==> src/rtl/dsp_mac_sequencer.sv <==
// Drives one DSP48A1 slice as a dot-product engine: operand pairs in,
// one 48-bit accumulated result plus element count out per vector.
module dsp_mac_sequencer #(
    parameter int RES_DEPTH = 4,
    parameter int LEN_W     = 8
) (
    input  logic             CLK,
    input  logic             RST,
    input  logic             S_VALID,
    output logic             S_READY,
    input  logic [17:0]      S_A,
    input  logic [17:0]      S_B,
    input  logic             S_SUB,
    input  logic             S_LAST,
    output logic             R_VALID,
    input  logic             R_READY,
    output logic [47:0]      R_DATA,
    output logic [LEN_W-1:0] R_LEN,
    output logic [17:0]      DSP_A,
    output logic [17:0]      DSP_B,
    output logic [7:0]       DSP_OPMODE,
    output logic             DSP_CEA,
    output logic             DSP_CEB,
    output logic             DSP_CEM,
    output logic             DSP_CEOPMODE,
    output logic             DSP_CEP,
    output logic             DSP_RST,
    input  logic [47:0]      DSP_P
);

    localparam int AW = $clog2(RES_DEPTH);
    localparam int CW = AW + 1;
    localparam logic [LEN_W-1:0] LEN_MAX = '1;

    logic             in_vector;
    logic [LEN_W-1:0] cnt;
    logic [LEN_W-1:0] len_new;

    logic             v1, first1, sub1, last1;
    logic [LEN_W-1:0] len1;
    logic             v2, last2;
    logic [LEN_W-1:0] len2;
    logic             v3;
    logic [LEN_W-1:0] len3;

    logic [47:0]      mem_d [RES_DEPTH];
    logic [LEN_W-1:0] mem_l [RES_DEPTH];
    logic [AW-1:0]    wptr, rptr;
    logic [CW-1:0]    count;
    logic [CW:0]      used;

    logic take, push, pop;

    // Credit covers results already queued plus vectors whose LAST is still
    // travelling through the slice, so a push always finds a free entry.
    assign used = {1'b0, count}
                + (CW+1)'(v1 & last1)
                + (CW+1)'(v2 & last2)
                + (CW+1)'(v3);

    assign S_READY = !RST && (used < (CW+1)'(RES_DEPTH));
    assign take    = S_VALID & S_READY;
    assign push    = v3;
    assign pop     = R_VALID & R_READY;

    assign len_new = !in_vector      ? LEN_W'(1) :
                     (cnt == LEN_MAX) ? cnt       : cnt + LEN_W'(1);

    assign DSP_RST      = RST;
    assign DSP_A        = take ? S_A : '0;
    assign DSP_B        = take ? S_B : '0;
    assign DSP_CEA      = take;
    assign DSP_CEB      = take;
    assign DSP_CEM      = v1 & !RST;
    assign DSP_CEOPMODE = v1 & !RST;
    assign DSP_CEP      = v2 & !RST;

    // X=M always; Z=P except on the first element, where Z=0 drops old P.
    assign DSP_OPMODE = (v1 && !RST) ?
        {sub1, 3'b000, !first1, 2'b00, 1'b1} : 8'h00;

    assign R_VALID = (count != '0);
    assign R_DATA  = R_VALID ? mem_d[rptr] : '0;
    assign R_LEN   = R_VALID ? mem_l[rptr] : '0;

    always_ff @(posedge CLK) begin
        if (RST) begin
            in_vector <= 1'b0;
            cnt       <= '0;
            v1        <= 1'b0;
            first1    <= 1'b0;
            sub1      <= 1'b0;
            last1     <= 1'b0;
            len1      <= '0;
            v2        <= 1'b0;
            last2     <= 1'b0;
            len2      <= '0;
            v3        <= 1'b0;
            len3      <= '0;
            wptr      <= '0;
            rptr      <= '0;
            count     <= '0;
        end else begin
            v1     <= take;
            first1 <= !in_vector;
            sub1   <= S_SUB;
            last1  <= S_LAST;
            len1   <= len_new;
            if (take) begin
                in_vector <= !S_LAST;
                cnt       <= len_new;
            end
            v2    <= v1;
            last2 <= last1;
            len2  <= len1;
            v3    <= v2 & last2;
            len3  <= len2;
            if (push) wptr <= wptr + AW'(1);
            if (pop)  rptr <= rptr + AW'(1);
            count <= count + CW'(push) - CW'(pop);
        end
    end

    always_ff @(posedge CLK) begin
        if (!RST && push) begin
            mem_d[wptr] <= DSP_P;
            mem_l[wptr] <= len3;
        end
    end

endmodule

==> config.mk <==
export PLATFORM = sky130hd
export DESIGN_NAME = dsp_mac_sequencer
export DESIGN_NICKNAME = d
export VERILOG_FILES = /design/src/rtl/dsp_mac_sequencer.sv
export SDC_FILE = /design/constraint.sdc
export NUM_CORES = 1
export LEC_CHECK = 0
export ABC_AREA = 1
export BUFFER_PORTS_ARGS = -buffer_cell sky130_fd_sc_hd__buf_2
export CORE_MARGIN = 5
export CORE_UTILIZATION = 35
export CTS_CLUSTER_DIAMETER = 100
export DETAILED_ROUTE_END_ITERATION = 10
export PLACE_DENSITY = 0.63
export SYNTH_ARGS = -nofsm -noshare
export SYNTH_HDL_FRONTEND = slang
export SYNTH_SLANG_ARGS = --single-unit
==> constraint.sdc <==
create_clock -name CLK -period 4.23 [get_ports CLK]
set_input_delay 0.423 -clock CLK [delete_from_list [all_inputs] [get_ports CLK]]
set_output_delay 0.423 -clock CLK [all_outputs]
set_load 0.1 [all_outputs]
* Word level (Yosys, flattened, before mapping)
Memory sizes are Yosys's and may differ from the RTL's. A register that Yosys moved wholly into a read port is not among the register bits.
Index checks and enable logic that the tools add are counted.
** Word-level totals
- Logic and storage cells :: 55
- Register bits :: 47
- Memories kept :: 2
- Input port bits :: 90
- Memory bits (writable) :: 224
- Output and inout port bits :: 108
** Cells by class
- Order comparisons :: 1
- Add/subtract/negate cells :: 8
- Bitwise gates (word level) :: 7
- Multiplexer cells :: 13
- Equal/unequal tests :: 1
- Reductions and logical operators :: 8
** Memories
- mem_d :: depth 4, bits a word 48, rd ports 1, clocked after Yosys merged registers in 1, wr ports 1, line 46 : logic [47:0] mem_d [RES_DEPTH];
- mem_l :: depth 4, bits a word 8, rd ports 1, clocked after Yosys merged registers in 1, wr ports 1, line 47 : logic [LEN_W-1:0] mem_l [RES_DEPTH];
** Operators with widths (count)
- $mux 48 :: 1
- $mux 18 :: 2
- $mux 8 :: 4
- $add 4x1->4 :: 2
- $add 8x1->8 const B :: 1
- $eq 8x8->1 const B :: 1
- $mux 2 :: 4
- $and 1x1->1 :: 7
- $add 2x1->2 const B :: 2
- $add 3x1->4 :: 1
- $logic_not 1->1 :: 4
- $lt 4x3->1 const B :: 1
- $add 3x1->3 :: 1
- $logic_and 1x1->1 :: 3
- $reduce_bool 3->1 :: 1
- $sub 3x1->3 :: 1
- $mux 1 :: 2

* Logic depth before layout (Yosys ltp)
Gate-level depths: netlist of run 1.
- Word-level depth :: 8
- Depth in mapped cells :: 12
- Mapped depth without buffers :: 11

* Worst setup path after synthesis of run 1
Ideal clock, no wire load.
- Kind :: input port to flip-flop
- From :: input RST
- To :: memory mem_d[0][0] (enable)
- Path slack :: 805 ps
- Required time :: 3760 ps
- Data arrival time :: 2955 ps
- Library setup time :: 470 ps
- Buffers on the path :: 0
- Stages :: 3
- Cells stage by stage :: inv_1 nand2_1 nor2_1
** On the way
- Cells in the longest elaborated chain, start to end :: 4
** Ends and longest elaborated chain
- from (decl) :: line 8 : input logic RST,
- $logic_not 1->1 :: line 125 : if (!RST && push) begin
- $logic_and 1x1->1 :: line 125
- $mux 1 :: line 125
- $mux 1 (not written as such) :: line 126 : mem_d[wptr] <= DSP_P;
- to (decl) :: line 46
Every way passes these cells.

* Worst setup path in the final report of run 1
- From :: register v2
- To :: output DSP_CEB
** On the way
- Cells in the longest elaborated chain, start to end :: 6
** Ends and longest elaborated chain
- from (decl) :: line 41 : logic v2, last2;
- from (signal assigned) :: line 113 : v2 <= v1;
- $and 1x1->1 :: line 58 : + (CW+1)'(v2 & last2)
- $add 4x1->4 :: line 58
- $add 4x1->4 :: line 59 : + (CW+1)'(v3);
- $lt 4x3->1 :: line 61 : assign S_READY = !RST && (used < (CW+1)'(RES_DEPTH));
- $logic_and 1x1->1 :: line 61
- $and 1x1->1 :: line 62 : assign take = S_VALID & S_READY;
- to (decl) :: line 23 : output logic DSP_CEB,
Every way passes these cells.

==> results.sh, run 1 <==
export IMPL_remaining_drc_errors=0
export IMPL_synth_cells=999
export IMPL_drt_initial_drc_count=431
export IMPL_cap_violations=0
export IMPL_die_h_um=187
export IMPL_synth_top_family_by_area="simple AND/OR/NAND/NOR gates"
export IMPL_port_buffers=192
export IMPL_crit_required_ns=3.81
export IMPL_synth_edf_count=224
export IMPL_detailed_place_area_um2=12200
export IMPL_fp_row_count=64
export IMPL_htreeDepth=1
export IMPL_p_per_area_nw_per_um2=732
export IMPL_cp_cell_sequence="nand2_1 -> inv_1 -> fa_1 -> ha_1 -> nand4_1 -> nand3b_4 -> clkinv_1 -> buf_2"
export IMPL_cts_sinks=273
export IMPL_gr_total_overflow=0
export IMPL_hp_class="input pin to register"
export IMPL_slew_violations=0
export IMPL_synth_fa_ha_area_share_pct=1.28
export IMPL_tns_ns=0
export IMPL_rsz0062_at_grt="false"
export IMPL_crit_fanout=47
export IMPL_synth_simple_area_share_pct=13.0
export IMPL_cts_buffer_depth=3
export IMPL_routed_wl_um=23800
export IMPL_root_buffer="clkbuf_16"
export IMPL_path_class="register to output port"
export IMPL_min_period_ns=3.44
export IMPL_viasPerCell=4.58
export IMPL_die_area_um2=34800
export IMPL_yosysSeqAreaShare_pct=70.6
export IMPL_synth_most_common_cell="nor2_1"
export IMPL_track_usage_pct=13.2
export IMPL_layout_nets=1273
export IMPL_design_area_um2=13100
export IMPL_final_layout_size_suffix_gt1_share_pct=21.5
export IMPL_synthFlopType="edfxtp_1"
export IMPL_tightest_slew_ns=0.865
export IMPL_numCtsBuffers=29
export IMPL_grt_pass1_wl_um=38200
export IMPL_final_util_pct=42.9
export IMPL_synth_top_area_cell="edfxtp_1"
export IMPL_initial_core_util_pct=35.6
export IMPL_grt_pass1_vias=7366
export IMPL_drt_wirelength_per_cell_um=15.0
export IMPL_clkLatencyLatePin_ns=0.53
export IMPL_clkTransAtPathRegs_ns=0.06
export IMPL_synth_seq_cells=273
export IMPL_max_freq_mhz=291
export IMPL_period_share_pct=81.3
export IMPL_ys_types=27
export IMPL_p_leak_uw=0.00525
export IMPL_slowest_delay_ns=0.48
export IMPL_slowest_stage="buf_2"
export IMPL_cts_tree="done"
export IMPL_drtAntennaViolNets=0
export IMPL_ioPinCount=198
export IMPL_dr_pass1_iters=5
export IMPL_globalplace_congestion=0.749
export IMPL_vias=7289
export IMPL_status="finished, final reports clean"
export IMPL_n_fill_cell=2931
export IMPL_skew_ns=0.0135
export IMPL_core_area_um2=30700
export IMPL_crit_arrival_ns=3.02
export IMPL_synth_area_leaders="edfxtp_1 (62%), nor2_1 (11%), dfxtp_1 (9.0%)"
export IMPL_ir_drop_uv=495
export IMPL_grt_max_degree=85
export IMPL_slew_headroom_pct=42.3
export IMPL_yosys_top_cells_count="nor2_1 (307), edfxtp_1 (224), o21ai_0 (115)"
export IMPL_avgSynthCellArea_um2=10.9
export IMPL_setup_viol=0
export IMPL_antenna_cells=0
export IMPL_die_x_um=187
export IMPL_hpwl_um=14800
export IMPL_netlist_area_um2=10900
export IMPL_synthArstFlopShare_pct=0
export IMPL_synth_xor_area_share_pct=0.160
export IMPL_yosys_area_top_type_share_pct=61.6
export IMPL_muxShareOfSynthArea_pct=0
export IMPL_synth_compound_area_share_pct=8.82
export IMPL_critPathBufInv=3
export IMPL_ctsResizeCount=0
export IMPL_ys_warn_count=0
export IMPL_postCtsSetupBuffers=0
export IMPL_antenna_found_initial=1
export IMPL_hold_violations=0
export IMPL_end_kind="output port"
export IMPL_start_kind="register"
export IMPL_postCtsHoldBufs=0
export IMPL_critPathTopFamily="buffers and inverters"
export IMPL_areaGrowthSynthToFinish_pct=20.3
## flip-flops by register name (all words and copies together), names as in the netlist, 2 cells and up, named ones only
signal,count
cnt,8
len1,8
rptr,2
mem_d,192
count,3
wptr,2
len2,8
len3,8
mem_l,32
## layout by cell type (no fill, tap or decap), drive strengths merged
master,instances
nand3b,1
and3,1
nand3,9
ha,8
a21oi,70
nand4,2
dfxtp,49
nor3,2
conb,5
o21ai,121
clkbuf,31
buf,202
nor2,307
nand2,44
o211ai,1
edfxtp,224
bufinv,3
fa,2
clkinvlp,3
inv,92
xor2,2
clkinv,16
## per-stage QoR
stage / power [µW] / hold slack (ns) / setup slack (ns) / std cells
after floorplan: 6600 / 0.388 / 0.805 / 1003
after global placement: 7290 / 0.393 / 1.39 / 1538
after detailed placement: 7300 / 0.393 / 1.31 / 1538
after CTS: 9750 / 0.0702 / 0.742 / 1591
after global routing: 10000 / 0.0927 / 0.511 / 1591
final: 9630 / 0.0945 / 0.789 / 1591
## power by group
part           total [µW]  switching, µW  leakage (µW)  internal, µW
combinational        4170           3590       0.00237           578
clock                2420            989      0.000453          1430
sequential           3030           89.2       0.00242          2940
total                9630           4670       0.00525          4960
## logic make-up (layout without fill, tap and decap cells)
group	after synthesis	in the layout
AOI/OAI and AO/OA	192	192
xor gates and xnor gates	2	2
adders and majority gates	10	10
buffers and inverters	155	347
DFF	273	273
other	1	5
and+or+nand+nor	366	366
## worst reg2reg max path: cells and delay by family (launching register included)
family          cells  cell delay (ns)
buf+inv             3             0.73
fa+ha+maj           3             0.88
simple gates        2             0.42
compound gates      2             0.22
flops               1             0.35
## layout make-up
class | instances | area [µm²] | share of cell area [%]
multi-input cells | 575 | 2590 | 19.7
repair buffers | 202 | 1070 | 8.17
clock inverters | 22 | 193 | 1.47
clock buffers | 31 | 733 | 5.58
well taps | 396 | 495 | 3.77
flip-flops and latches | 273 | 7710 | 58.7
inverters | 92 | 345 | 2.63
## routing by layer
metal | GRT usage (%) | up-vias | wire length (µm) | part of all wire [%]
met5 | 0 | - | 11 | 0.046
met4 | 2.94 | 2 | 397 | 1.7
met3 | 2.56 | 32 | 1560 | 6.6
met2 | 22.8 | 226 | 11400 | 48
met1 | 17.3 | 3354 | 10400 | 44
li1 | - | 3675 | - | -
## path summary, 6_finish.rpt
path / from / to / slack (ns) / cells after the start
max: v2 / DSP_CEB / 0.79 / 8
min: S_SUB / sub1 / 0.09 / 3
max reg2reg: count[2] / count[2] / 1.57 / 10
min reg2reg: len1[7] / len2[7] / 0.40 / 2
Power figures use the tool's default switching activity.
==> run 2: changes to the inputs <==
Settings changed: PLACE_DENSITY 0.63 to 0.65.
Clock period 4.23 ns to 3 ns, I/O delays scaled along.
==> results.sh, run 2 (synthesis results as in run 1) <==
export IMPL_status="finished, final reports clean"
export IMPL_grt_pass1_wl_um=40400
export IMPL_r2r_cells=11
export IMPL_final_util_pct=49.4
export IMPL_max_freq_mhz=354
export IMPL_hold_violations=0
export IMPL_grt_max_degree=113
export IMPL_reg2reg_to="cnt[0]"
export IMPL_layout_area_seq_um2=7710
export IMPL_drt_wirelength_per_cell_um=15.2
export IMPL_path_class="register to output port"
export IMPL_die_h_um=187
export IMPL_min_from="RST"
export IMPL_start_kind="register"
export IMPL_final_cell_mix="nor2_1 (267), edfxtp_1 (224), o21ai_0 (115)"
export IMPL_min_period_ns=2.83
export IMPL_crit_arrival_ns=2.53
export IMPL_ir_drop_uv=647
export IMPL_numCtsBuffers=28
export IMPL_design_area_um2=15200
export IMPL_cap_violations=0
export IMPL_cts_sinks=273
export IMPL_critPathBufInv=4
export IMPL_rsz0062_at_grt="true"
export IMPL_core_area_um2=30700
export IMPL_globalplace_congestion=0.788
export IMPL_crit_fanout=15
export IMPL_final_common_cell="nor2_1"
export IMPL_remaining_drc_errors=0
export IMPL_antenna_found_initial=2
export IMPL_routed_wl_um=25000
export IMPL_slowest_stage="fa_1"
export IMPL_hp_class="input pin to register"
export IMPL_r2r_start="v2"
export IMPL_initial_core_util_pct=35.6
export IMPL_hold_ws_ns=0.0349
export IMPL_largest_register_ffs=192
export IMPL_gr_total_overflow=0
export IMPL_drtAntennaViolNets=0
export IMPL_crit_required_ns=2.70
export IMPL_areaGrowthSynthToFinish_pct=38.8
export IMPL_final_layout_size_suffix_gt1_share_pct=23.7
export IMPL_cts_buffer_depth=3
export IMPL_p_per_area_nw_per_um2=1010
export IMPL_skew_ns=0.00761
export IMPL_p_leak_uw=0.00581
export IMPL_largest_register="mem_d"
export IMPL_hold_path_endpoint="count[1]"
export IMPL_slew_headroom_pct=38.5
export IMPL_dr_pass1_iters=6
export IMPL_port_buffers=192
export IMPL_die_x_um=187
export IMPL_clkTransAtPathRegs_ns=0.06
export IMPL_root_buffer="clkbuf_16"
export IMPL_layout_nets=1329
export IMPL_ioPinCount=198
export IMPL_end_kind="output port"
export IMPL_reg_largest_list="mem_d x192, mem_l x32"
export IMPL_grt_pass1_vias=7868
export IMPL_multi_input_area_um2=2690
export IMPL_drt_initial_drc_count=377
export IMPL_vias=7684
export IMPL_setup_viol=0
export IMPL_fp_row_count=64
export IMPL_cts_tree="done"
export IMPL_detailed_place_area_um2=13700
export IMPL_htreeDepth=1
export IMPL_hpwl_um=14400
export IMPL_track_usage_pct=14.0
export IMPL_die_area_um2=34800
export IMPL_cp_cell_sequence="nand2_1 -> inv_1 -> fa_1 -> ha_1 -> nand4_1 -> nand3b_4 -> buf_12 -> clkinvlp_4 -> buf_6"
export IMPL_viasPerCell=4.67
export IMPL_hold_path_depth=2
export IMPL_slowest_delay_ns=0.37
export IMPL_rrSetupSlack_ns=0.75
export IMPL_tightest_slew_ns=0.921
export IMPL_period_share_pct=94.2
export IMPL_clkLatencyLatePin_ns=0.52
export IMPL_n_fill_cell=2729
export IMPL_slew_violations=0
export IMPL_tns_ns=0
export IMPL_critPathTopFamily="adder cells"
run 2: cell types whose count changed in the layout (fill, tap and decap cells not counted), moves of 2 or more:
cell	change
buf_4	+7
buf_12	+92
buf_6	+3
dlygate4sd3_1	+48
nor2_2	+34
buf_2	-94
clkbuf_1	+5
nor2_1	-36
clkinv_1	-2
clkinv_2	-2
nor2_4	+2
run 2: power by group:
part           total [µW]  internal (µW)  switching [µW]  leakage [µW]
registers            4270           4150             120       0.00242
clock network        3270           1930            1330      0.000431
logic                7820           2390            5430       0.00296
total               15400           8470            6890       0.00581
run 2: worst register-to-register path, cell delays in order (launching register included):
cell and delay, ns:
dfxtp_1 0.31, nand2_1 0.08, inv_1 0.06, fa_1 0.37, ha_1 0.28, nand4_1 0.14, nand3b_4 0.22, buf_12 0.20
clkinvlp_4 0.15, buf_4 0.19, o21ai_1 0.11, nor2_1 0.04
run 2: metal layers:
metal	up-vias	global-route usage (%)	share of wire, %
met5	-	0	0.052
met1	3637	17.2	41
met3	31	3.98	7.6
met4	2	2.72	1.3
met2	245	24.6	50
li1	3769	-	-
run 2: layout make-up:
class                           instances  area share [%]
Multi-Input combinational cell        575            17.8
Clock inverter                         14           0.792
Antenna cell                            1          0.0165
Clock buffer                           36            4.96
Inverter                               92            2.30
Timing Repair Buffer                  259            20.0
Tap cell                              396            3.27
Sequential cell                       273            50.9
run 2: what timing repair did:
| action | 4_1_cts | 5_1_grt |
|---|---|---|
| endpoints found under the hold margin | 186 | 0 |
| buffers inserted | 0 | 2 |
| cloned | 1 | 0 |
| resized for setup | 6 | 7 |
| pin swaps | 0 | 2 |
| hold buffers | 48 | 0 |
| setup endpoints to repair | 6 | 30 |
run 2: worst max path at each step:
stage,start,endpoint,slack (ns),depth (start not counted)
floorplan,wptr[0],mem_d[2][0],-0.39,4
global placement,v2,DSP_CEB,0.54,9
detailed placement,v2,DSP_CEB,0.48,9
CTS,v2,DSP_A[14],-0.001,9
global route,v2,DSP_CEB,-0.005,9
finish,v2,DSP_CEB,0.17,9
run 2: metrics by stage:
step	total power [µW]	cells	setup slack [ns]
finish	15400	1646	0.173
global placement	12100	1544	0.536
global route	16000	1646	-0.00538
detailed placement	12100	1544	0.483
CTS	15500	1643	-0.00111
floorplan	9330	1003	-0.391
==> run 3: changes to the inputs <==
Settings changed: CELL_PAD_IN_SITES_DETAIL_PLACEMENT from default to 0, CELL_PAD_IN_SITES_GLOBAL_PLACEMENT from default to 2, CORE_UTILIZATION 35 to 32, PLACE_DENSITY 0.65 to 0.84.
==> results.sh, run 3 (synthesis results as in run 1) <==
export IMPL_largest_register_ffs=192
export IMPL_crit_required_ns=2.70
export IMPL_p_per_area_nw_per_um2=1010
export IMPL_hold_path_endpoint="mem_d[1][2]"
export IMPL_htreeDepth=1
export IMPL_gr_total_overflow=0
export IMPL_slowest_stage="fa_1"
export IMPL_rsz0062_at_grt="false"
export IMPL_setup_ws_ns=0.184
export IMPL_detailed_place_area_um2=13800
export IMPL_numCtsBuffers=27
export IMPL_cts_buffer_depth=3
export IMPL_die_area_um2=37900
export IMPL_max_freq_mhz=355
export IMPL_drt_wirelength_per_cell_um=15.1
export IMPL_hp_class="input pin to register"
export IMPL_r2r_cells=10
export IMPL_final_util_pct=45.3
export IMPL_clkTransAtPathRegs_ns=0.06
export IMPL_ioPinCount=198
export IMPL_dr_pass1_iters=4
export IMPL_p_leak_uw=0.00581
export IMPL_start_kind="register"
export IMPL_period_share_pct=93.9
export IMPL_design_area_um2=15200
export IMPL_skew_ns=0.0123
export IMPL_final_cell_mix="nor2_1 (267), edfxtp_1 (224), o21ai_0 (115)"
export IMPL_fp_row_count=67
export IMPL_drtAntennaViolNets=0
export IMPL_viasPerCell=4.43
export IMPL_drt_initial_drc_count=311
export IMPL_largest_register="mem_d"
export IMPL_min_period_ns=2.82
export IMPL_finalPower_uw=15400
export IMPL_die_x_um=195
export IMPL_r2r_start="v2"
export IMPL_slew_violations=0
export IMPL_cp_cell_sequence="nand2_1 -> inv_1 -> fa_1 -> ha_1 -> nand4_1 -> nand3b_4 -> clkbuf_16 -> nor2_2 -> buf_12"
export IMPL_areaGrowthSynthToFinish_pct=39.5
export IMPL_dpl_cell_count=1594
export IMPL_routed_wl_um=25500
export IMPL_port_buffers=192
export IMPL_globalplace_congestion=0.737
export IMPL_critPathBufInv=3
export IMPL_cts_tree="done"
export IMPL_cap_violations=0
export IMPL_initial_core_util_pct=32.5
export IMPL_final_common_cell="nor2_1"
export IMPL_setup_viol=0
export IMPL_grt_pass1_wl_um=40700
export IMPL_clkLatencyLatePin_ns=0.52
export IMPL_end_kind="output port"
export IMPL_post_layout_nonfiller_instances=1691
export IMPL_grt_max_degree=79
export IMPL_slowest_delay_ns=0.37
export IMPL_min_from="DSP_P[2]"
export IMPL_critPathTopFamily="adder cells"
export IMPL_path_class="register to output port"
export IMPL_tightest_slew_ns=0.805
export IMPL_track_usage_pct=13.1
export IMPL_n_fill_cell=3017
export IMPL_ir_drop_uv=712
export IMPL_crit_arrival_ns=2.52
export IMPL_final_layout_size_suffix_gt1_share_pct=23.5
export IMPL_remaining_drc_errors=0
export IMPL_reg2reg_to="cnt[0]"
export IMPL_vias=7492
export IMPL_place_ws_ns=0.652
export IMPL_crit_fanout=18
export IMPL_status="finished, final reports clean"
export IMPL_core_area_um2=33600
export IMPL_die_h_um=195
export IMPL_hpwl_um=14700
export IMPL_layout_nets=1324
export IMPL_hold_path_depth=1
export IMPL_reg_largest_list="mem_d x192, mem_l x32"
export IMPL_antenna_found_initial=1
export IMPL_grt_pass1_vias=7718
export IMPL_rrSetupSlack_ns=0.91
export IMPL_hold_violations=0
export IMPL_slew_headroom_pct=46.3
export IMPL_cts_sinks=273
export IMPL_root_buffer="clkbuf_16"
run 3: changes by cell type in the layout (fill, tap and decap cells not counted), moves of 3 or more:
cell	delta
buf_6	-3
buf_12	+3
bufinv_16	+3
buf_4	-5
clkinv_2	-3
run 3: worst register-to-register path: cells and delay by family, from the launching register on:
family          cells  cell delay [ns]
simple gates        4             0.48
compound gates      1             0.13
flops               1             0.31
buf+inv             3             0.42
fa+ha+maj           2             0.65
run 3: metal layers:
layer / share of wire (%) / global-route usage, % / vias to the layer above / routed length (µm)
met4: 1.7 / 3.10 / 0 / 442
met2: 50 / 22.9 / 217 / 12700
li1: - / - / 3764 / -
met3: 6.7 / 3.03 / 31 / 1720
met1: 42 / 16.5 / 3480 / 10700
met5: 0 / 0 / - / 0
run 3: where the power goes:
part	total, µW	internal (µW)	leakage (µW)	switching (µW)
clock network	3380	2070	0.000432	1310
logic	7800	2360	0.00295	5440
registers	4260	4150	0.00242	108
total	15400	8580	0.00581	6860
run 3: how the worst max path moves through the flow:
stage            start           to  slack, ns  cells past startpoint
3_5_place_dp        v2     DSP_A[1]       0.65                      9
2_1_floorplan  wptr[0]  mem_d[2][0]      -0.39                      4
3_3_place_gp        v2    DSP_A[11]       0.70                      9
5_1_grt             v2     DSP_B[4]       0.06                      9
6_report            v2    DSP_A[17]       0.18                      9
4_1_cts             v2     DSP_A[9]       0.07                      9
run 3: what timing repair did:
item	in CTS	in global routing
endpoints found under the setup margin	0	33
setup buffers	0	2
endpoints found under the hold margin	176	4
gates resized for setup	0	1
hold buffers	45	1
run 3: layout make-up:
cell class                      count  area [µm²]  area share (%)
Antenna cell                        1        2.50          0.0164
Clock buffer                       34         702            4.61
Clock inverter                     13         190            1.25
Inverter                           92         345            2.27
Multi-Input combinational cell    575        2680            17.6
Sequential cell                   273        7710            50.6
Tap cell                          448         561            3.68
Timing Repair Buffer              255        3040            20.0
run 3: through the flow:
stage	setup TNS [ns]	hold slack (ns)
6_report	0	0.0315
5_1_grt	0	0.00563
4_1_cts	0	0.000346
3_5_place_dp	0	0.392
3_3_place_gp	0	0.390
2_1_floorplan	-82.42	0.388
